<file path="src/rtl/q88_pow_ctrl_if.sv">
// Handshake and register-port bundle for the Q8.8 power sequencer.
// slave is the sequencer side; master is the system controller plus the R/T/N registers.
interface q88_pow_ctrl_if #(
  parameter int W  = 16,
  parameter int NW = 4
);
  logic          start;
  logic [W-1:0]  base;
  logic [NW-1:0] exp;
  logic          busy;
  logic          done;
  logic [W-1:0]  result;
  logic          ovf;
  logic          reg_init;
  logic          r_load_en;
  logic          t_load_en;
  logic          n_load_en;
  logic [W-1:0]  r_load;
  logic [W-1:0]  t_load;
  logic [NW-1:0] n_load;
  logic [W-1:0]  r_q;
  logic [W-1:0]  t_q;
  logic [NW-1:0] n_q;

  modport slave (
    input  start, base, exp, r_q, t_q, n_q,
    output busy, done, result, ovf, reg_init,
           r_load_en, t_load_en, n_load_en, r_load, t_load, n_load
  );

  modport master (
    output start, base, exp, r_q, t_q, n_q,
    input  busy, done, result, ovf, reg_init,
           r_load_en, t_load_en, n_load_en, r_load, t_load, n_load
  );
endinterface

</file>
<file path="src/rtl/q88_pow_ctrl.sv">
// Q8.8 A^N by right-to-left square-and-multiply over external R/T/N registers; done 4 cycles after accept
// for N=0, +2 per loop iteration, +17 per multiply; start ignored while busy. Q88_ROUND_EN: round half up, else truncate.
module q88_pow_ctrl #(
  parameter int W    = 16,
  parameter int FRAC = 8,
  parameter int NW   = 4
) (
  input logic            clk,
  input logic            rst,
  q88_pow_ctrl_if.slave  bus
);

  localparam int CW = $clog2(W);

  typedef enum logic [3:0] {
    IDLE, INIT, LOADT, CHECK, MUL_RT, WR_R, MUL_TT, WR_T, SHIFT, DONE
  } state_t;

  state_t            state_q, state_d;
  logic [W-1:0]      base_q, base_d;
  logic [NW-1:0]     exp_q, exp_d;
  logic [2*W-1:0]    acc_q, acc_d;
  logic [2*W-1:0]    mcand_q, mcand_d;
  logic [W-1:0]      mplier_q, mplier_d;
  logic [CW-1:0]     cnt_q, cnt_d;
  logic              ovf_q, ovf_d;
  logic [W-1:0]      result_q, result_d;

  logic              mul_go;
  logic              mul_sel_r;
  logic [2*W-1:0]    prod_adj;
  logic [2*W-1:0]    prod_shift;
  logic [W-1:0]      mul_out;
  logic              mul_sat;

  logic              busy_o, done_o, reg_init_o;
  logic              r_load_en_o, t_load_en_o, n_load_en_o;
  logic [W-1:0]      result_o, r_load_o, t_load_o;
  logic [NW-1:0]     n_load_o;

`ifdef Q88_ROUND_EN
  localparam logic [2*W-1:0] RND = (2*W)'(1) << (FRAC - 1);
  assign prod_adj = acc_q + RND;
`else
  assign prod_adj = acc_q;
`endif

  // Anything left above the Q8.8 window after dropping FRAC bits means the value does not fit.
  assign prod_shift = prod_adj >> FRAC;
  assign mul_sat    = |prod_shift[2*W-1:W];
  assign mul_out    = mul_sat ? {W{1'b1}} : prod_shift[W-1:0];

  always_comb begin
    state_d   = state_q;
    base_d    = base_q;
    exp_d     = exp_q;
    acc_d     = acc_q;
    mcand_d   = mcand_q;
    mplier_d  = mplier_q;
    cnt_d     = cnt_q;
    ovf_d     = ovf_q;
    result_d  = result_q;

    busy_o      = (state_q != IDLE);
    done_o      = 1'b0;
    result_o    = result_q;
    reg_init_o  = 1'b0;
    r_load_en_o = 1'b0;
    t_load_en_o = 1'b0;
    n_load_en_o = 1'b0;
    r_load_o    = '0;
    t_load_o    = '0;
    n_load_o    = '0;
    mul_go      = 1'b0;
    mul_sel_r   = 1'b0;

    case (state_q)
      IDLE: begin
        if (bus.start) begin
          state_d  = INIT;
          base_d   = bus.base;
          exp_d    = bus.exp;
          ovf_d    = 1'b0;
          result_d = '0;
        end
      end
      INIT: begin
        reg_init_o  = 1'b1;
        n_load_en_o = 1'b1;
        n_load_o    = exp_q;
        state_d     = LOADT;
      end
      LOADT: begin
        t_load_en_o = 1'b1;
        t_load_o    = base_q;
        state_d     = CHECK;
      end
      CHECK: begin
        if (bus.n_q == '0) begin
          state_d = DONE;
        end else if (bus.n_q[0]) begin
          state_d   = MUL_RT;
          mul_go    = 1'b1;
          mul_sel_r = 1'b1;
        end else if (|bus.n_q[NW-1:1]) begin
          state_d = MUL_TT;
          mul_go  = 1'b1;
        end else begin
          state_d = SHIFT;
        end
      end
      MUL_RT, MUL_TT: begin
        if (mplier_q[0]) acc_d = acc_q + mcand_q;
        mcand_d  = mcand_q << 1;
        mplier_d = mplier_q >> 1;
        cnt_d    = cnt_q + CW'(1);
        if (cnt_q == CW'(W - 1)) state_d = (state_q == MUL_RT) ? WR_R : WR_T;
      end
      WR_R: begin
        r_load_en_o = 1'b1;
        r_load_o    = mul_out;
        if (mul_sat) ovf_d = 1'b1;
        // No square on the last exponent bit: T would never be read again.
        if (|bus.n_q[NW-1:1]) begin
          state_d = MUL_TT;
          mul_go  = 1'b1;
        end else begin
          state_d = SHIFT;
        end
      end
      WR_T: begin
        t_load_en_o = 1'b1;
        t_load_o    = mul_out;
        if (mul_sat) ovf_d = 1'b1;
        state_d = SHIFT;
      end
      SHIFT: begin
        n_load_en_o = 1'b1;
        n_load_o    = bus.n_q >> 1;
        state_d     = CHECK;
      end
      DONE: begin
        done_o   = 1'b1;
        result_o = bus.r_q;
        result_d = bus.r_q;
        state_d  = IDLE;
      end
      default: state_d = IDLE;
    endcase

    // T is the multiplier for both products; the multiplicand picks R or T.
    if (mul_go) begin
      acc_d    = '0;
      mcand_d  = {{W{1'b0}}, (mul_sel_r ? bus.r_q : bus.t_q)};
      mplier_d = bus.t_q;
      cnt_d    = '0;
    end
  end

  always_ff @(posedge clk or posedge rst) begin
    if (rst) begin
      state_q  <= IDLE;
      base_q   <= '0;
      exp_q    <= '0;
      acc_q    <= '0;
      mcand_q  <= '0;
      mplier_q <= '0;
      cnt_q    <= '0;
      ovf_q    <= 1'b0;
      result_q <= '0;
    end else begin
      state_q  <= state_d;
      base_q   <= base_d;
      exp_q    <= exp_d;
      acc_q    <= acc_d;
      mcand_q  <= mcand_d;
      mplier_q <= mplier_d;
      cnt_q    <= cnt_d;
      ovf_q    <= ovf_d;
      result_q <= result_d;
    end
  end

  assign bus.busy      = busy_o;
  assign bus.done      = done_o;
  assign bus.result    = result_o;
  assign bus.ovf       = ovf_q;
  assign bus.reg_init  = reg_init_o;
  assign bus.r_load_en = r_load_en_o;
  assign bus.t_load_en = t_load_en_o;
  assign bus.n_load_en = n_load_en_o;
  assign bus.r_load    = r_load_o;
  assign bus.t_load    = t_load_o;
  assign bus.n_load    = n_load_o;

endmodule
</file>
<file path="src/flat_wrapper.sv">
// flat-port wrapper written by rule: the top's interface ports become plain ports
module q88_pow_ctrl_flat 
#(
  parameter int W    = 16,
  parameter int FRAC = 8,
  parameter int NW   = 4
)
  (clk, rst, bus_start, bus_base, bus_exp, bus_r_q, bus_t_q, bus_n_q, bus_busy, bus_done, bus_result, bus_ovf, bus_reg_init, bus_r_load_en, bus_t_load_en, bus_n_load_en, bus_r_load, bus_t_load, bus_n_load);
  q88_pow_ctrl_if #(.W(W), .NW(NW)) bus_i ();
  input logic clk;
  input logic rst;
  input wire logic [$bits(bus_i.start)-1:0] bus_start;
  input wire logic [$bits(bus_i.base)-1:0] bus_base;
  input wire logic [$bits(bus_i.exp)-1:0] bus_exp;
  input wire logic [$bits(bus_i.r_q)-1:0] bus_r_q;
  input wire logic [$bits(bus_i.t_q)-1:0] bus_t_q;
  input wire logic [$bits(bus_i.n_q)-1:0] bus_n_q;
  output wire logic [$bits(bus_i.busy)-1:0] bus_busy;
  output wire logic [$bits(bus_i.done)-1:0] bus_done;
  output wire logic [$bits(bus_i.result)-1:0] bus_result;
  output wire logic [$bits(bus_i.ovf)-1:0] bus_ovf;
  output wire logic [$bits(bus_i.reg_init)-1:0] bus_reg_init;
  output wire logic [$bits(bus_i.r_load_en)-1:0] bus_r_load_en;
  output wire logic [$bits(bus_i.t_load_en)-1:0] bus_t_load_en;
  output wire logic [$bits(bus_i.n_load_en)-1:0] bus_n_load_en;
  output wire logic [$bits(bus_i.r_load)-1:0] bus_r_load;
  output wire logic [$bits(bus_i.t_load)-1:0] bus_t_load;
  output wire logic [$bits(bus_i.n_load)-1:0] bus_n_load;
  assign bus_i.start = bus_start;
  assign bus_i.base = bus_base;
  assign bus_i.exp = bus_exp;
  assign bus_i.r_q = bus_r_q;
  assign bus_i.t_q = bus_t_q;
  assign bus_i.n_q = bus_n_q;
  assign bus_busy = bus_i.busy;
  assign bus_done = bus_i.done;
  assign bus_result = bus_i.result;
  assign bus_ovf = bus_i.ovf;
  assign bus_reg_init = bus_i.reg_init;
  assign bus_r_load_en = bus_i.r_load_en;
  assign bus_t_load_en = bus_i.t_load_en;
  assign bus_n_load_en = bus_i.n_load_en;
  assign bus_r_load = bus_i.r_load;
  assign bus_t_load = bus_i.t_load;
  assign bus_n_load = bus_i.n_load;
  q88_pow_ctrl #(.W(W), .FRAC(FRAC), .NW(NW)) u_core (.clk(clk), .rst(rst), .bus(bus_i));
endmodule
</file>
<file path="config.mk">
export PLATFORM = sky130hd
export DESIGN_NAME = q88_pow_ctrl_flat
export DESIGN_NICKNAME = d
export VERILOG_FILES = /design/src/rtl/q88_pow_ctrl_if.sv /design/src/rtl/q88_pow_ctrl.sv /design/src/flat_wrapper.sv
export SDC_FILE = /design/constraint.sdc
export NUM_CORES = 1
export LEC_CHECK = 0
export ABC_AREA = 0
export ABC_CLOCK_PERIOD_IN_PS = 6880
export CORE_MARGIN = 2
export CORE_UTILIZATION = 41
export CTS_BUF_LIST = sky130_fd_sc_hd__clkbuf_8
export CTS_CLUSTER_DIAMETER = 30
export DETAILED_ROUTE_END_ITERATION = 7
export DONT_BUFFER_PORTS = 1
export PLACE_DENSITY_LB_ADDON = 0.15
export SETUP_SLACK_MARGIN = 0.3
export SLEW_MARGIN = 20
export SYNTH_ARGS = -nofsm -noshare
export SYNTH_HDL_FRONTEND = slang
export SYNTH_SLANG_ARGS = --single-unit
</file>
<file path="constraint.sdc">
create_clock -name clk -period 6.88 [get_ports clk]
set_clock_uncertainty 0.05 [all_clocks]
set_input_delay 1.72 -clock clk [delete_from_list [all_inputs] [get_ports clk]]
set_output_delay 1.72 -clock clk [all_outputs]
set_load 0.005 [all_outputs]
</file>
==> impl_metrics.sql, run 1 <==
INSERT INTO impl_metrics (metric_group, metric, value, unit) VALUES
('yosys', 'adder_cell_fraction_of_synth_area', '0.0561', ''),
('timing', 'max_slew_margin', '0.356', ''),
('global_route', 'grt_start_max_net_pins', '73', ''),
('pwr', 'power.share.combinational', '0.463', ''),
('global_route', 'grt_pass1_wl', '31100', 'microns'),
('hold_path', 'timing.hold.worst_path_depth', '2', ''),
('yosys', 'synth.yosys.seq_area_share', '0.418', ''),
('clocking', 'clockRootBuffer', 'sky130_fd_sc_hd__clkbuf_8', ''),
('final_layout', 'flow.area_growth_from_synthesis', '7.74', '%'),
('routing', 'wirelength', '18100', 'microns'),
('timing', 'final-max-slew-violation-count', '0', ''),
('global_route', 'grt_remaining_overflow', '0', ''),
('yosys', 'synth_top_area_frac', '0.418', ''),
('clocking', 'clkSinkCount', '125', ''),
('clocking', 'cts.reportedPaths.clkPinSlew', '0.08', 'ns'),
('yosys', 'synth_area_per_cell', '8.41', 'sq um'),
('final_layout', 'final_core_util', '0.449', ''),
('clocking', 'clock_tree.htree_level_count', '4', ''),
('yosys', 'synth-compound-area-share', '0.182', ''),
('critical_path', 'worstSetupPathDepth', '3', ''),
('global_route', 'grt_antenna_before_repair', '0', ''),
('final_layout', 'final_layout_size_suffix_gt1_frac', '0.0947', ''),
('placed_design', 'placement.io_buffers', '0', ''),
('final_layout', 'fin_nets', '956', ''),
('clocking', 'cts_buffers', '17', ''),
('pwr', 'power.switching_fraction', '0.437', ''),
('floorplan', 'placement_rows', '49', ''),
('routing', 'wl_met2', '8440', 'microns'),
('placed_design', 'weighted_congestion_at_the_end_of_routability_driven_global_placement', '0.800', ''),
('routing', 'drt-pass1-iter-count', '4', ''),
('routing', 'overall_via_count_from_detail_route', '6093', ''),
('yosys', 'syn-cell-area', '7490', 'sq um'),
('yosys', 'post-synth-top-area-cell', 'sky130_fd_sc_hd__dfrtp_1', ''),
('yosys', 'most_repeated_cell_in_the_gate_level_netlist_after_synthesis', 'sky130_fd_sc_hd__nand2_1', ''),
('yosys', 'synth.cells.most_frequent', 'sky130_fd_sc_hd__nand2_1, sky130_fd_sc_hd__dfrtp_1, sky130_fd_sc_hd__nor2_1, sky130_fd_sc_hd__o21ai_0, sky130_fd_sc_hd__a21oi_1', ''),
('yosys', 'synth_top_family_by_area', 'simple AND/OR/NAND/NOR gates', ''),
('run_status', 'status', 'finished, final reports clean', ''),
('placed_design', 'place_ws', '2.90', 'ns'),
('clocking', 'cts_tree', 'yes', ''),
('routing', 'top_layer_used', 'met4', ''),
('yosys', 'asyncSetResetFlopFracSynth', '1.00', ''),
('yosys', 'ys_ff_latch', '125', ''),
('yosys', 'synth.net_count', '982', ''),
('global_route', 'number_of_global_route_vias_before_repair', '6065', ''),
('critical_path', 'start_kind', 'register', ''),
('critical_path', 'setup.worst_path.end_class', 'primary output', ''),
('timing', 'report.final.setup_viol', '0', ''),
('clocking', 'max-clock-path-buffers', '2', ''),
('yosys', 'post_synth_inst_count', '890', ''),
('pwr', 'switching_power', '1.61', 'mW'),
('clocking', 'cts_setup_buffers', '0', ''),
('floorplan', 'die-height', '139', 'microns'),
('critical_path', 'critical_path.max_fanout', '17', ''),
('pwr', 'power.sequential.fraction', '0.341', ''),
('critical_path', 'ws_path_type', 'register to primary output', ''),
('critical_path', 'cp_slowest_stage_delay', '0.67', 'ns'),
('routing', 'remaining_drc_errors', '0', ''),
('yosys', 'synth_top_flop_cell', 'sky130_fd_sc_hd__dfrtp_1', ''),
('routing', 'wl_per_cell', '16.4', 'microns'),
('pwr', 'pwr-share-clk', '0.196', ''),
('pwr', 'power_per_cell_area', '457', 'nW/um^2'),
('routing', 'drt_iter0_drc', '331', ''),
('routing', 'vias_per_cell', '5.51', ''),
('floorplan', 'start_util', '0.417', ''),
('critical_path', 'worst_path_cell_chain', 'nor2b_1, nand3_1, o21ai_0', ''),
('timing', 'rsz_0062_raised_after_global_routing', 'false', ''),
('yosys', 'synthSimpleGateAreaFrac', '0.242', ''),
('yosys', 'post_synthesis_share_of_cell_area_spent_on_xor_and_xnor_gates', '0.0327', ''),
('timing', 'worst_pin_slew', '0.962', 'ns'),
('routing', 'antenna_left', '0', ''),
('routing', 'm1WireLength', '8630', 'microns');
==> sequential cells by signal, indices dropped and copies added (netlist names), 4 cells and up <==
name             cells
u_core.acc_q        32
u_core.base_q       16
u_core.cnt_q         4
u_core.exp_q         4
u_core.mcand_q      32
u_core.mplier_q     16
u_core.result_q     16
u_core.state_q       4
==> placed cells by master (no fill, tap or decap), drive strengths merged, types with 7 or more instances in the layout <==
master	instances
mux2	16
a211oi	18
nor3	10
inv	15
nand2	205
o21a	7
xor2	12
a31oi	19
a21oi	49
nand3	44
and2	18
nor2b	17
a22oi	20
xnor2	16
dfrtp	125
nor2	65
a21o	12
o21ai	62
clkbuf	18
ha	32
nand4	8
buf	11
==> metrics by stage <==
step | hold WS [ns] | instance area, sq um | total power [mW]
final | 0.429 | 8070 | 3.69
after global routing | 0.443 | 8070 | 4.05
after CTS | 0.426 | 8070 | 3.73
after detailed placement | 0.405 | 7630 | 2.99
after global placement | 0.409 | 7630 | 2.98
after floorplan | 0.387 | 7490 | 2.61
==> power groups by stage <==
stage                     sequential, mW  combinational, mW  clock, mW
final                               1.26               1.71      0.722
after global routing                1.31               1.97      0.767
after CTS                           1.26               1.73      0.739
after detailed placement            1.27               1.72          0
after global placement              1.27               1.71          0
after floorplan                     1.18               1.43          0
==> tightest hold or removal path, delay by kind of cell, from the launching register on <==
family / cells / cell delay, ns
simple gates: 2 / 0.11
flops: 1 / 0.34
==> cells by family after synthesis <==
| logic type | after synthesis |
|---|---|
| buffers and inverters | 69 |
| xor gates and xnor gates | 28 |
| adders and majority gates | 33 |
| and+or+nand+nor | 402 |
| DFF | 125 |
| AOI/OAI and AO/OA | 214 |
| muxes | 19 |
==> layout make-up <==
cell class | count | area [sq um] | area share
well taps | 229 | 287 | 0.0355
clock inverters | 13 | 188 | 0.0233
flip-flops and latches | 125 | 3130 | 0.388
multi-input cells | 696 | 4080 | 0.506
repair buffers | 11 | 82.6 | 0.0102
inverters | 13 | 51.3 | 0.00636
clock buffers | 18 | 248 | 0.0307
==> worst paths after layout <==
path,startpoint,endpoint
max,u_core.state_q[0],bus_t_load[3]
min,u_core.exp_q[3],u_core.exp_q[3]
max reg2reg,u_core.mcand_q[0],u_core.acc_q[28]
min reg2reg,u_core.exp_q[3],u_core.exp_q[3]
max in group asynchronous,rst,u_core.acc_q[22]
min in group asynchronous,rst,u_core.mplier_q[2]
==> per-layer routing <==
layer	vias to the layer above	global-route usage
met5	-	0
met3	18	0.0401
met2	101	0.312
li1	3047	-
met1	2927	0.272
met4	0	0.0585
Note: power is estimated with default switching activity, not from simulation.
==> inputs of run 2 (changes only) <==
--- a/config.mk
+++ b/config.mk
@@ -6,7 +6,7 @@
 export NUM_CORES = 1
 export LEC_CHECK = 0
 export ABC_AREA = 0
-export ABC_CLOCK_PERIOD_IN_PS = 6880
+export ABC_CLOCK_PERIOD_IN_PS = 4600
 export CORE_MARGIN = 2
 export CORE_UTILIZATION = 41
 export CTS_BUF_LIST = sky130_fd_sc_hd__clkbuf_8
==> constraint.sdc (replaced) <==
create_clock -name clk -period 4.6 [get_ports clk]
set_clock_uncertainty 0.05 [all_clocks]
set_input_delay 1.15 -clock clk [delete_from_list [all_inputs] [get_ports clk]]
set_output_delay 1.15 -clock clk [all_outputs]
set_load 0.005 [all_outputs]
==> run 2 against run 1 <==
Combinational power rose by 52%. Highest routed layer unchanged. Critical path type unchanged. First-iteration DRC count fell by 16%. Hold slack about the same. Largest cell class unchanged. Routed wire length rose by 2.2%. Setup slack got worse by 1.3 ns. Global-route usage is 0.43 points higher.
==> impl_metrics.sql, run 2 (same netlist as run 1, synthesis figures left out) <==
INSERT INTO impl_metrics (metric_group, metric, value, unit) VALUES
('run_status', 'status', 'finished, final reports clean', ''),
('timing', 'timing.fmax', '292', 'MHz'),
('pwr', 'totalPowerFinal', '5.46', 'mW'),
('global_route', 'grt_antenna_before_repair', '0', ''),
('final_layout', 'layout_common_cells', 'sky130_fd_sc_hd__nand2_1, sky130_fd_sc_hd__dfrtp_1, sky130_fd_sc_hd__nor2_1, sky130_fd_sc_hd__o21ai_0, sky130_fd_sc_hd__a21oi_1', ''),
('final_layout', 'finalInstanceArea', '8060', 'sq um'),
('critical_path', 'data_arrival_time_of_the_critical_path', '2.22', 'ns'),
('global_route', 'grt_start_max_net_pins', '98', ''),
('clocking', 'max-clock-path-buffers', '2', ''),
('placed_design', 'weighted_congestion_at_the_end_of_routability_driven_global_placement', '0.831', ''),
('floorplan', 'die-area', '19400', 'sq um'),
('routing', 'drt-pass1-iter-count', '4', ''),
('clocking', 'clock_tree.htree_level_count', '4', ''),
('routing', 'wirelength', '18500', 'microns'),
('clocking', 'cts_setup_buffers', '0', ''),
('floorplan', 'start_util', '0.417', ''),
('global_route', 'grt_remaining_overflow', '0', ''),
('pwr', 'power.share.combinational', '0.476', ''),
('final_layout', 'fillers', '1843', ''),
('global_route', 'grt_usage', '0.201', ''),
('timing', 'max_slew_margin', '0.508', ''),
('final_layout', 'final_layout_size_suffix_gt1_frac', '0.0923', ''),
('final_layout', 'fin_nets', '957', ''),
('final_layout', 'flow.area_growth_from_synthesis', '7.60', '%'),
('timing', 'final-max-slew-violation-count', '0', ''),
('clocking', 'cts_buffers', '17', ''),
('clocking', 'clkSinkCount', '125', ''),
('timing', 'worst_pin_slew', '0.738', 'ns'),
('clocking', 'holdBufCountCts', '0', ''),
('routing', 'drt_iter0_drc', '278', ''),
('placed_design', 'post-dp-hpwl', '13200', 'microns'),
('pwr', 'ir_drop', '0.301', 'mV'),
('timing', 'final_critical_delay_including_setup_and_external_delays', '3.42', 'ns'),
('timing', 'rsz_0062_raised_after_global_routing', 'false', ''),
('timing', 'hold_viol_final', '0', ''),
('floorplan', 'die_width', '139', 'microns'),
('routing', 'overall_via_count_from_detail_route', '6118', ''),
('pwr', 'power.internal', '3.05', 'mW'),
('floorplan', 'ios', '118', ''),
('final_layout', 'final_common_cell', 'sky130_fd_sc_hd__nand2_1', ''),
('hold_path', 'hold_path.class', 'register to register', ''),
('floorplan', 'placement_rows', '49', ''),
('clocking', 'ctsResizeCount', '0', ''),
('floorplan', 'die-height', '139', 'microns'),
('critical_path', 'critical_path.max_fanout', '17', ''),
('final_layout', 'diodes', '0', ''),
('final_layout', 'register_area', '3130', 'sq um'),
('timing', 'smallest_hold_slack', '0.429', 'ns'),
('critical_path', 'worst_ep_required_time', '3.40', 'ns'),
('pwr', 'power.sequential.fraction', '0.347', ''),
('clocking', 'clkLatencyLatePin', '0.44', 'ns'),
('pwr', 'switching_power', '2.41', 'mW'),
('pwr', 'pwr-share-clk', '0.178', ''),
('global_route', 'grt_pass1_wl', '31800', 'microns'),
('routing', 'wl_per_cell', '16.7', 'microns'),
('final_layout', 'multi_input_gate_area_in_the_final_layout', '4080', 'sq um'),
('routing', 'vias_per_cell', '5.53', ''),
('critical_path', 'setup.worst_path.end_class', 'primary output', ''),
('floorplan', 'std_cell_core_area', '18000', 'sq um'),
('flow_run', 'maxCapViolCount', '0', ''),
('timing', 'post_route_setup_tns', '0', 'ns'),
('pwr', 'power_per_cell_area', '678', 'nW/um^2'),
('critical_path', 'start_kind', 'register', ''),
('timing', 'report.final.setup_viol', '0', ''),
('clocking', 'cts_tree', 'yes', ''),
('global_route', 'number_of_global_route_vias_before_repair', '6239', ''),
('routing', 'remaining_drc_errors', '0', ''),
('routing', 'antenna_left', '0', ''),
('placed_design', 'detailed_place.area', '7660', 'sq um'),
('placed_design', 'placement.io_buffers', '0', ''),
('clocking', 'cts.reportedPaths.clkPinSlew', '0.08', 'ns'),
('pwr', 'p_leak', '3.72', 'nW'),
('final_layout', 'reg.largest.list', 'u_core.acc_q (32), u_core.mcand_q (32)', ''),
('timing', 'final.period_utilization', '0.744', ''),
('clocking', 'clockRootBuffer', 'sky130_fd_sc_hd__clkbuf_8', ''),
('critical_path', 'ws_path_type', 'register to primary output', ''),
('pwr', 'power.switching_fraction', '0.442', '');
## run 2: area by class of cell
type,count,area share
multi-input cells,696,0.507
flip-flops and latches,125,0.388
well taps,229,0.0356
clock buffers,17,0.0290
clock inverters,15,0.0196
repair buffers,12,0.0143
inverters,13,0.00652
## run 2: per-layer routing
layer  wire length [microns]  global-route usage  share of wire
met5                       0                   0              0
met4                     241              0.0542          0.013
met3                     867              0.0452          0.047
met2                    8610               0.323           0.46
met1                    8820               0.274           0.48
## run 2: per-stage QoR
| stage | instances | setup slack, ns | util |
|---|---|---|---|
| 2_1_floorplan | 890 | 1.74 | - |
| 3_3_place_gp | 1075 | 1.44 | 0.427 |
| 3_5_place_dp | 1075 | 1.37 | 0.427 |
| 4_1_cts | 1107 | 0.878 | 0.448 |
| 5_1_grt | 1107 | 0.904 | 0.449 |
| 6_report | 1107 | 1.18 | 0.449 |
## run 2: path summary, 6_finish.rpt
kind	to	startpoint	slack (ns)	cells past startpoint
worst max-delay path	bus_t_load[2]	u_core.state_q[0]	1.18	4
worst min-delay path	u_core.mplier_q[1]	u_core.mplier_q[1]	0.43	2
worst max register to register	u_core.acc_q[28]	u_core.mcand_q[0]	1.50	10
worst min register to register	u_core.mplier_q[1]	u_core.mplier_q[1]	0.43	2
max in group asynchronous	u_core.acc_q[25]	rst	2.93	2
min in group asynchronous	u_core.result_q[2]	rst	0.61	1
## run 2: power by group through the flow
| stage | Sequential, mW | Clock, mW | Combinational (mW) |
|---|---|---|---|
| global placement | 1.91 | 0 | 2.58 |
| global route | 1.96 | 1.05 | 2.98 |
| floorplan | 1.76 | 0 | 2.14 |
| CTS | 1.90 | 1.00 | 2.62 |
| finish | 1.89 | 0.972 | 2.60 |
| detailed placement | 1.91 | 0 | 2.61 |
## run 2: critical path: stages, from the launching register on
cell                      delay (ns)
sky130_fd_sc_hd__dfrtp_1        0.59
sky130_fd_sc_hd__nor2b_1        0.18
sky130_fd_sc_hd__buf_4          0.18
sky130_fd_sc_hd__nand3_1        0.41
sky130_fd_sc_hd__o21ai_0        0.41
==> inputs of run 3 (changes only) <==
--- a/config.mk
+++ b/config.mk
@@ -6,7 +6,7 @@
 export NUM_CORES = 1
 export LEC_CHECK = 0
 export ABC_AREA = 0
-export ABC_CLOCK_PERIOD_IN_PS = 4600
+export ABC_CLOCK_PERIOD_IN_PS = 3400
 export CORE_MARGIN = 2
 export CORE_UTILIZATION = 41
 export CTS_BUF_LIST = sky130_fd_sc_hd__clkbuf_8
==> constraint.sdc (replaced) <==
create_clock -name clk -period 3.4 [get_ports clk]
set_clock_uncertainty 0.05 [all_clocks]
set_input_delay 0.85 -clock clk [delete_from_list [all_inputs] [get_ports clk]]
set_output_delay 0.85 -clock clk [all_outputs]
set_load 0.005 [all_outputs]
==> run 3 against run 2 <==
Final cell count grew 0.54%. Clock power grew 52%. First-iteration DRC count grew 14%. Routed wire length is essentially flat. Non-clock buffer count grew 7. Total power grew 39%. Hold slack lost 0.090 ns. Critical endpoint is now bus_t_load[0]. Largest cell class unchanged.
==> impl_metrics.sql, run 3 (same netlist as run 1, synthesis figures left out) <==
INSERT INTO impl_metrics (metric_group, metric, value, unit) VALUES
('timing', 'hold_viol_final', '0', ''),
('timing', 'smallest_hold_slack', '0.339', 'ns'),
('critical_path', 'cp_slowest_stage_delay', '0.42', 'ns'),
('pwr', 'power_per_cell_area', '931', 'nW/um^2'),
('pwr', 'p_leak', '3.76', 'nW'),
('timing', 'report.final.setup_viol', '0', ''),
('clocking', 'cts_tree', 'yes', ''),
('pwr', 'ir_drop', '0.468', 'mV'),
('final_layout', 'fin_nets', '964', ''),
('timing', 'timing.fmax', '343', 'MHz'),
('critical_path', 'r2r_end', 'u_core.acc_q[20]', ''),
('timing', 'worst_pin_slew', '0.745', 'ns'),
('final_layout', 'flow.area_growth_from_synthesis', '9.12', '%'),
('floorplan', 'die-area', '19400', 'sq um'),
('routing', 'drt_iter0_drc', '318', ''),
('routing', 'overall_via_count_from_detail_route', '6100', ''),
('floorplan', 'start_util', '0.417', ''),
('floorplan', 'die-height', '139', 'microns'),
('timing', 'final.period_utilization', '0.856', ''),
('global_route', 'grt_pass1_wl', '31300', 'microns'),
('clocking', 'cts.reportedPaths.clkPinSlew', '0.09', 'ns'),
('global_route', 'number_of_global_route_vias_before_repair', '6101', ''),
('timing', 'setup_slack', '0.489', 'ns'),
('clocking', 'cts_buffers', '17', ''),
('critical_path', 'start_kind', 'register', ''),
('global_route', 'grt_remaining_overflow', '0', ''),
('final_layout', 'layout_common_cells', 'sky130_fd_sc_hd__nand2_1, sky130_fd_sc_hd__dfrtp_1, sky130_fd_sc_hd__nor2_1, sky130_fd_sc_hd__o21ai_0, sky130_fd_sc_hd__a21oi_1', ''),
('clocking', 'clock_tree.htree_level_count', '4', ''),
('placed_design', 'placement.io_buffers', '0', ''),
('critical_path', 'rr_worst_depth', '10', ''),
('critical_path', 'ws_path_type', 'register to primary output', ''),
('critical_path', 'critical_path.max_fanout', '17', ''),
('critical_path', 'ff2ff_setup_slack', '0.52', 'ns'),
('placed_design', 'weighted_congestion_at_the_end_of_routability_driven_global_placement', '0.855', ''),
('clocking', 'max-clock-path-buffers', '2', ''),
('critical_path', 'last_element_of_the_critical_path', 'bus_t_load[0]', ''),
('floorplan', 'std_cell_core_area', '18000', 'sq um'),
('clocking', 'clockRootBuffer', 'sky130_fd_sc_hd__clkbuf_8', ''),
('run_status', 'status', 'finished, final reports clean', ''),
('placed_design', 'place_ws', '0.325', 'ns'),
('global_route', 'grt_antenna_before_repair', '0', ''),
('floorplan', 'placement_rows', '49', ''),
('critical_path', 'startpoint', 'u_core.acc_q[28]', ''),
('clocking', 'clkLatencyLatePin', '0.45', 'ns'),
('critical_path', 'setup.worst_path.end_class', 'primary output', ''),
('clocking', 'clkSinkCount', '125', ''),
('critical_path', 'worst_path_cell_chain', 'nor4_1, nand2_1, buf_4, nor2_1, o21ai_0', ''),
('clocking', 'holdBufCountCts', '0', ''),
('final_layout', 'diodes', '0', ''),
('final_layout', 'final_layout_size_suffix_gt1_frac', '0.111', ''),
('critical_path', 'cpMaxStageDelayCell', 'sky130_fd_sc_hd__dfrtp_1', ''),
('routing', 'drt-pass1-iter-count', '5', ''),
('global_route', 'grt_usage', '0.197', ''),
('routing', 'wl_per_cell', '16.7', 'microns'),
('timing', 'post_route_setup_tns', '0', 'ns'),
('placed_design', 'detailed_place.area', '7700', 'sq um'),
('routing', 'wirelength', '18500', 'microns'),
('final_layout', 'finalInstanceArea', '8170', 'sq um'),
('final_layout', 'layout.cells.non_filler', '1113', ''),
('timing', 'rsz_0062_raised_after_global_routing', 'false', ''),
('placed_design', 'post-dp-hpwl', '13300', 'microns'),
('critical_path', 'crit-reg2reg-launch', 'u_core.mcand_q[0]', ''),
('floorplan', 'ios', '118', ''),
('final_layout', 'final_common_cell', 'sky130_fd_sc_hd__nand2_1', ''),
('timing', 'final_critical_delay_including_setup_and_external_delays', '2.91', 'ns'),
('flow_run', 'maxCapViolCount', '0', ''),
('timing', 'max_slew_margin', '0.504', ''),
('hold_path', 'hold_path.class', 'input port to async pin', ''),
('critical_path', 'data_arrival_time_of_the_critical_path', '2.01', 'ns'),
('critical_path', 'worst_ep_required_time', '2.50', 'ns'),
('routing', 'vias_per_cell', '5.48', ''),
('routing', 'remaining_drc_errors', '0', ''),
('placed_design', 'post-place-cells', '1081', ''),
('timing', 'final-max-slew-violation-count', '0', ''),
('floorplan', 'die_width', '139', 'microns'),
('final_layout', 'reg.largest.list', 'u_core.acc_q (32), u_core.mcand_q (32)', ''),
('global_route', 'grt_start_max_net_pins', '88', ''),
('routing', 'antenna_left', '0', '');
-- run 3: cell count changes in the layout (fill, tap and decap cells not counted), moves of 3 or more --
cell                       before  now
sky130_fd_sc_hd__buf_4         10   18
sky130_fd_sc_hd__inv_1         15   11
sky130_fd_sc_hd__clkinv_2       4    1
sky130_fd_sc_hd__inv_6          1    5
-- run 3: what timing repair did --
action                                  CTS  global route
pin swaps                                 0             2
endpoints found under the setup margin    1            53
buffers inserted                          0             1
gates resized for setup                   1             8
-- run 3: how the worst min path moves through the flow --
stage | endpoint | slack (ns) | depth (start not counted)
finish | u_core.mplier_q[2] | 0.34 | 2
CTS | u_core.result_q[1] | 0.35 | 2
detailed placement | u_core.exp_q[3] | 0.41 | 2
floorplan | u_core.exp_q[3] | 0.39 | 2
global placement | u_core.base_q[14] | 0.41 | 2
global route | u_core.mplier_q[2] | 0.36 | 2
-- run 3: final cells by class --
class	count	area [sq um]
tap	229	287
multi-input combinational	696	4100
timing repair buffer	19	155
clock buffer	17	234
sequential	125	3130
fill	1831	9790
inverter	13	56.3
clock inverter	14	206
-- run 3: power breakdown --
group | total, mW | switching (mW) | internal (mW)
clock | 1.48 | 0.670 | 0.813
sequential | 2.55 | 0.466 | 2.09
combinational | 3.58 | 2.23 | 1.35
-- run 3: stage by stage --
stage / total power [mW] / util
4_1_cts: 7.66 / 0.453
5_1_grt: 8.29 / 0.455
2_1_floorplan: 5.29 / -
3_3_place_gp: 6.12 / 0.428
6_report: 7.61 / 0.455
3_5_place_dp: 6.15 / 0.428
-- run 3: critical path, delay by kind of cell (launching register included) --
family | cells | cell delay [ns]
and+or+nand+nor | 3 | 0.76
buffers and inverters | 1 | 0.22
AOI/OAI and AO/OA | 1 | 0.16
DFF | 1 | 0.42
-- run 3: routing by layer --
layer / vias up / track usage / routed length, microns
met5: - / 0 / 0
met2: 112 / 0.311 / 8600
met4: 0 / 0.0494 / 223
li1: 3068 / - / -
met1: 2903 / 0.272 / 8880
met3: 17 / 0.0501 / 853
==> RTL edit 1, RTL diff (flow settings as in run 2) <==
Encoding of `state_t`: now one-hot (10 bits for 10 states).
--- a/src/rtl/q88_pow_ctrl.sv
+++ b/src/rtl/q88_pow_ctrl.sv
@@ -12,8 +12,8 @@
 
   localparam int CW = $clog2(W);
 
-  typedef enum logic [3:0] {
-    IDLE, INIT, LOADT, CHECK, MUL_RT, WR_R, MUL_TT, WR_T, SHIFT, DONE
+  typedef enum logic [9:0] {
+    IDLE = 10'b0000000001, INIT = 10'b0000000010, LOADT = 10'b0000000100, CHECK = 10'b0000001000, MUL_RT = 10'b0000010000, WR_R = 10'b0000100000, MUL_TT = 10'b0001000000, WR_T = 10'b0010000000, SHIFT = 10'b0100000000, DONE = 10'b1000000000
   } state_t;
 
   state_t            state_q, state_d;
Formal check against the unedited RTL: no difference found for any inputs over 10 cycles, from zero or initial values and one cycle with rst high; not proved beyond that.
==> RTL edit 1 against run 2 <==
  * Sequential cell count is 6 higher
  * Synthesized cell count is 4.4% higher
  * Worst setup slack worse by 0.35 ns
  * Cell count is 4.2% higher
  * Wire length is 9.5% higher
  * Highest routed layer unchanged
  * Power is 7.2% higher
  * Area after synthesis is 3.7% higher
  * Critical path depth stayed put
  * Cell area is 3.0% higher
  * Non-clock buffer count is 5 lower
==> RTL edit 1: results (changes against run 2) <==
Outcome
  – Status: complete, no violations (unchanged)

Drt
  – DRT iter0 DRCs: 428 (was 278)
  – Post-Route WL: 20.3 mm (was 18.5 mm)
  – First-pass DRT Iterations: 5 (was 4)
  – Drt wl/cell: 17.6 um (was 16.7 um)

Global route
  – First-pass GRT wire length: 32.9 mm (was 31.8 mm)
  – GRT Total Usage: 0.208 (was 0.201)

Yosys
  – Main area contributors after synthesis: dfrtp_1 (42%), nand2_1 (13%), ha_1 (5.2%), a21oi_1 (4.3%), o21ai_0 (3.9%) (was dfrtp_1 (42%), nand2_1 (10%), ha_1 (5.3%), o21ai_0 (4.0%), a21oi_1 (3.3%))
  – Sequential fraction of the synthesis area: 0.422 (was 0.418)
  – Yosys cell types: 77 (was 65)
  – Post-synthesis xor/xnor area fraction: 0.0316 (was 0.0327)
  – Post-synth top cells: nand2_1 (277), dfrtp_1 (130), a21oi_1 (66), o21ai_0 (61), nor2_1 (56) (was nand2_1 (205), dfrtp_1 (125), nor2_1 (65), o21ai_0 (60), a21oi_1 (49))
  – Synth Area in Compound Gates: 0.168 (was 0.182)
  – Adder-cell area share of the yosys netlist: 0.0541 (was 0.0561)

Setup path
  – Crit. Startpoint: u_core.state_q[1] (was u_core.state_q[0])
  – R2R Path End: u_core.acc_q[31] (was u_core.acc_q[28])
  – Reg2Reg Launch Point: u_core.state_q[2] (was u_core.mcand_q[0])
  – Worst path slowest cell: nand4b_1 (was dfrtp_1)
  – End point of the critical path: bus_result[1] (was bus_t_load[2])
  – Arrival time worst endpoint: 2.57 ns (was 2.22 ns)
  – CP delay by family, top: simple AND/OR/NAND/NOR gates (was flip-flops)

Pwr
  – LEAKAGE: 3.99 nW (was 3.72 nW)
  – Max VDD drop: 0.343 mV (was 0.301 mV)

Timing
  – WHS: 0.431 ns (was 0.429 ns)
  – Max-Slew Margin vs Limit: 0.308 (was 0.508)

Placed design
  – Placed insts: 1122 (was 1075)
  – Worst Setup Slack post-DPL: 1.26 ns (was 1.37 ns)

Final layout
  – Final nets: 999 (was 957)
  – Layout cell share with drive strength beyond 1: 0.0849 (was 0.0923)

Hold path
  – Hold path start: u_core.mplier_q[5] (was u_core.mplier_q[1])
## RTL edit 1: changes by cell type in the layout (fill, tap and decap cells not counted), sizes merged, moves of 5 or more
cell | before | now
nand2 | 205 | 277
buf | 12 | 7
a21oi | 49 | 68
dfrtp | 125 | 130
nor2b | 17 | 5
a31oi | 19 | 5
nor2 | 65 | 57
a211oi | 18 | 4
and3 | 6 | 21
mux2 | 16 | 1
nand3 | 44 | 31
mux2i | 3 | 16
## RTL edit 1: worst reg2reg max path: stages (launching register included)
cell and delay (ns):
dfrtp_1 0.44, nor4_1 0.39, nand2_1 0.21, a21oi_4 0.47
nand2_1 0.11, buf_4 0.30, nor3_1 0.32, o21ai_0 0.13
nand4_1 0.12, mux2i_1 0.18
## RTL edit 1: cells by family (layout without fill, tap and decap cells)
family          count (synthesis)  after routing
flops                         131            131
fa+ha+maj                      33             33
xor+xnor                       28             28
buf+inv                        61             51
compound gates                204            204
simple gates                  455            455
mux                            17             17
## RTL edit 1: final cells by class
class,instances,area [um2]
flip-flops and latches,131,3280
fillers,1883,10300
clock buffers,17,234
multi-input cells,737,4200
clock inverters,14,181
inverters,13,52.6
well taps,234,293
repair buffers,7,65.1
## RTL edit 1: routing by layer
| layer | wire, um | vias up | global-route usage |
|---|---|---|---|
| li1 | - | 3149 | - |
| met1 | 9720 | 3042 | 0.291 |
| met3 | 1060 | 13 | 0.0510 |
| met5 | 0 | - | 0 |
| met4 | 151 | 0 | 0.0426 |
| met2 | 9370 | 140 | 0.329 |
## RTL edit 1: how the worst min path moves through the flow
stage / end / cells past startpoint
floorplan: u_core.exp_q[3] / 2
global placement: u_core.mplier_q[11] / 2
detailed placement: u_core.base_q[1] / 2
CTS: u_core.base_q[1] / 2
global route: u_core.base_q[1] / 2
finish: u_core.mplier_q[5] / 2
## RTL edit 1: power breakdown
| group | internal, mW | switching (mW) | total (mW) |
|---|---|---|---|
| Clock | 0.542 | 0.505 | 1.05 |
| Sequential | 1.56 | 0.357 | 1.92 |
| Combinational | 1.19 | 1.70 | 2.89 |
| Total | 3.29 | 2.56 | 5.85 |
## RTL edit 1: stage by stage
stage	power, mW	area [um2]
6_report	5.85	8300
3_5_place_dp	4.79	7880
3_3_place_gp	4.80	7880
4_1_cts	5.87	8300
5_1_grt	6.35	8300
2_1_floorplan	4.26	7770
==> RTL edit 2, RTL diff (config.mk and constraints of run 2) <==
Made on the original files. `W` is set to 16 in 3 places; all go to 32.
--- a/src/rtl/q88_pow_ctrl_if.sv
+++ b/src/rtl/q88_pow_ctrl_if.sv
@@ -1,7 +1,7 @@
 // Handshake and register-port bundle for the Q8.8 power sequencer.
 // slave is the sequencer side; master is the system controller plus the R/T/N registers.
 interface q88_pow_ctrl_if #(
-  parameter int W  = 16,
+  parameter int W  = 32,
   parameter int NW = 4
 );
   logic          start;
--- a/src/rtl/q88_pow_ctrl.sv
+++ b/src/rtl/q88_pow_ctrl.sv
@@ -1,7 +1,7 @@
 // Q8.8 A^N by right-to-left square-and-multiply over external R/T/N registers; done 4 cycles after accept
 // for N=0, +2 per loop iteration, +17 per multiply; start ignored while busy. Q88_ROUND_EN: round half up, else truncate.
 module q88_pow_ctrl #(
-  parameter int W    = 16,
+  parameter int W    = 32,
   parameter int FRAC = 8,
   parameter int NW   = 4
 ) (
--- a/src/flat_wrapper.sv
+++ b/src/flat_wrapper.sv
@@ -1,7 +1,7 @@
 // flat-port wrapper written by rule: the top's interface ports become plain ports
 module q88_pow_ctrl_flat 
 #(
-  parameter int W    = 16,
+  parameter int W    = 32,
   parameter int FRAC = 8,
   parameter int NW   = 4
 )
Interface: changed (6 resized); port bits go from 118 to 214. No check against the original RTL was run, so the function may have changed too.
==> RTL edit 2 against run 2 <==
  * Clock power rose to 3.1 times the old value
  * Sequential power up 80%
  * Hold slack worse by 0.0052 ns
  * Wire length up 120%
  * Area after synthesis up 89%
  * Cell area up 98%
  * Worst setup slack worse by 0.56 ns
  * Global-route usage up 2.2 points
  * Fmax down 14%
  * Cell count up 95%
  * Power up 110%
  * First-iteration DRC count rose to 3.2 times the old value
  * Non-clock buffer count up 9
  * Sequential cell count up 113
  * Largest power group unchanged
==> RTL edit 2: results (changes against run 2) <==
Global route
  – Met3 Track Usage GR: 0.0539 (was 0.0452)
  – First-pass GRT wire length: 64.6 mm (was 31.8 mm)
  – Met2 usage in global routing: 0.341 (was 0.323)
  – Largest net degree at the start of global routing: 84 (was 98)

Drt
  – DRT iter0 DRCs: 898 (was 278)
  – Post-Route WL: 40.2 mm (was 18.5 mm)
  – First-pass DRT Iterations: 5 (was 4)
  – Wl on met1: 18.6 mm (was 8.82 mm)
  – Routed met2 length: 17.8 mm (was 8.61 mm)
  – Wire length on met3: 2.90 mm (was 867 um)

Yosys
  – Adder-cell area share of the yosys netlist: 0.0588 (was 0.0561)
  – Syn_nets: 1857 (was 982)
  – Synth Area in Compound Gates: 0.178 (was 0.182)
  – Mux cell area share after synthesis: 0.0519 (was 0.0281)
  – Gate Count Post-Synth: 1684 (was 890)
  – Post-synth top cells: nand2_1 (420), dfrtp_1 (238), a21oi_1 (133), nor2_1 (104), clkbuf_1 (94) (was nand2_1 (205), dfrtp_1 (125), nor2_1 (65), o21ai_0 (60), a21oi_1 (49))
  – Post-synthesis xor/xnor area fraction: 0.0358 (was 0.0327)
  – Sequential fraction of the synthesis area: 0.420 (was 0.418)

Setup path
  – Worst stage delay on the critical path: 0.75 ns (was 0.59 ns)
  – Worst path slowest cell: nor2_4 (was dfrtp_1)
  – Arrival time worst endpoint: 2.78 ns (was 2.22 ns)
  – Worst Reg-to-Reg Cells: 13 (was 10)
  – R2R Setup Slk: 0.71 ns (was 1.50 ns)
  – R2R Path End: u_core.acc_q[60] (was u_core.acc_q[28])
  – Crit. Startpoint: u_core.state_q[1] (was u_core.state_q[0])
  – End point of the critical path: bus_result[2] (was bus_t_load[2])

Final layout
  – Non-Filler Instances: 2162 (was 1107)
  – Layout cell share with drive strength beyond 1: 0.103 (was 0.0923)
  – Final nets: 1835 (was 957)
  – Largest regs: u_core.acc_q: 64 flops, u_core.mcand_q: 64 flops (was u_core.acc_q: 32 flops, u_core.mcand_q: 32 flops)

Outcome
  – Status: complete, no violations (unchanged)

Timing
  – Pin slew with the least headroom to its limit: 0.953 ns (was 0.738 ns)

CTS
  – H-tree levels: 2 (was 4)
  – Clock transition at the registers of the reported paths: 0.06 ns (was 0.08 ns)
  – Max Root-Sink Buffers: 3 (was 2)
  – CTS Buf Count: 58 (was 17)

Placed design
  – Hpwl dp: 28.0 mm (was 13.2 mm)
  – Placed insts: 2057 (was 1075)
  – Placer Congestion: 0.878 (was 0.831)

Pwr
  – Max VDD drop: 0.414 mV (was 0.301 mV)
## RTL edit 2: worst min path at each step
| stage | endpoint | slack (ns) | cells after the start |
|---|---|---|---|
| 3_3_place_gp | u_core.exp_q[3] | 0.40 | 2 |
| 3_5_place_dp | u_core.base_q[5] | 0.41 | 2 |
| 2_1_floorplan | u_core.exp_q[3] | 0.39 | 2 |
| 5_1_grt | u_core.base_q[10] | 0.44 | 2 |
| 4_1_cts | u_core.base_q[11] | 0.43 | 2 |
| 6_report | u_core.mplier_q[2] | 0.42 | 2 |
## RTL edit 2: kinds of logic (layout without fill, tap and decap cells)
kind of cell	count (synthesis)	in the layout
xor gates and xnor gates	58	58
DFF	238	238
buffers and inverters	118	141
and+or+nand+nor	723	723
muxes	69	69
AOI/OAI and AO/OA	412	412
adders and majority gates	66	66
## RTL edit 2: layout make-up
| cell class | count | area (um2) |
|---|---|---|
| clock inverter | 38 | 460 |
| sequential | 238 | 5960 |
| timing repair buffer | 21 | 195 |
| tap | 455 | 569 |
| fill | 3416 | 18300 |
| clock buffer | 67 | 922 |
| inverter | 15 | 60.1 |
| multi-input combinational | 1328 | 7820 |
## RTL edit 2: report_power, final
part	switching [mW]	internal (mW)
registers	0.561	2.85
logic	3.28	1.80
clock network	1.10	1.90
## RTL edit 2: through the flow
step | setup slack (ns) | hold slack [ns] | instance area, um2
3_5_place_dp | 0.727 | 0.412 | 14600
2_1_floorplan | 0.280 | 0.387 | 14200
4_1_cts | 0.553 | 0.427 | 16000
5_1_grt | 0.401 | 0.440 | 16000
3_3_place_gp | 0.826 | 0.401 | 14600
6_report | 0.623 | 0.424 | 16000
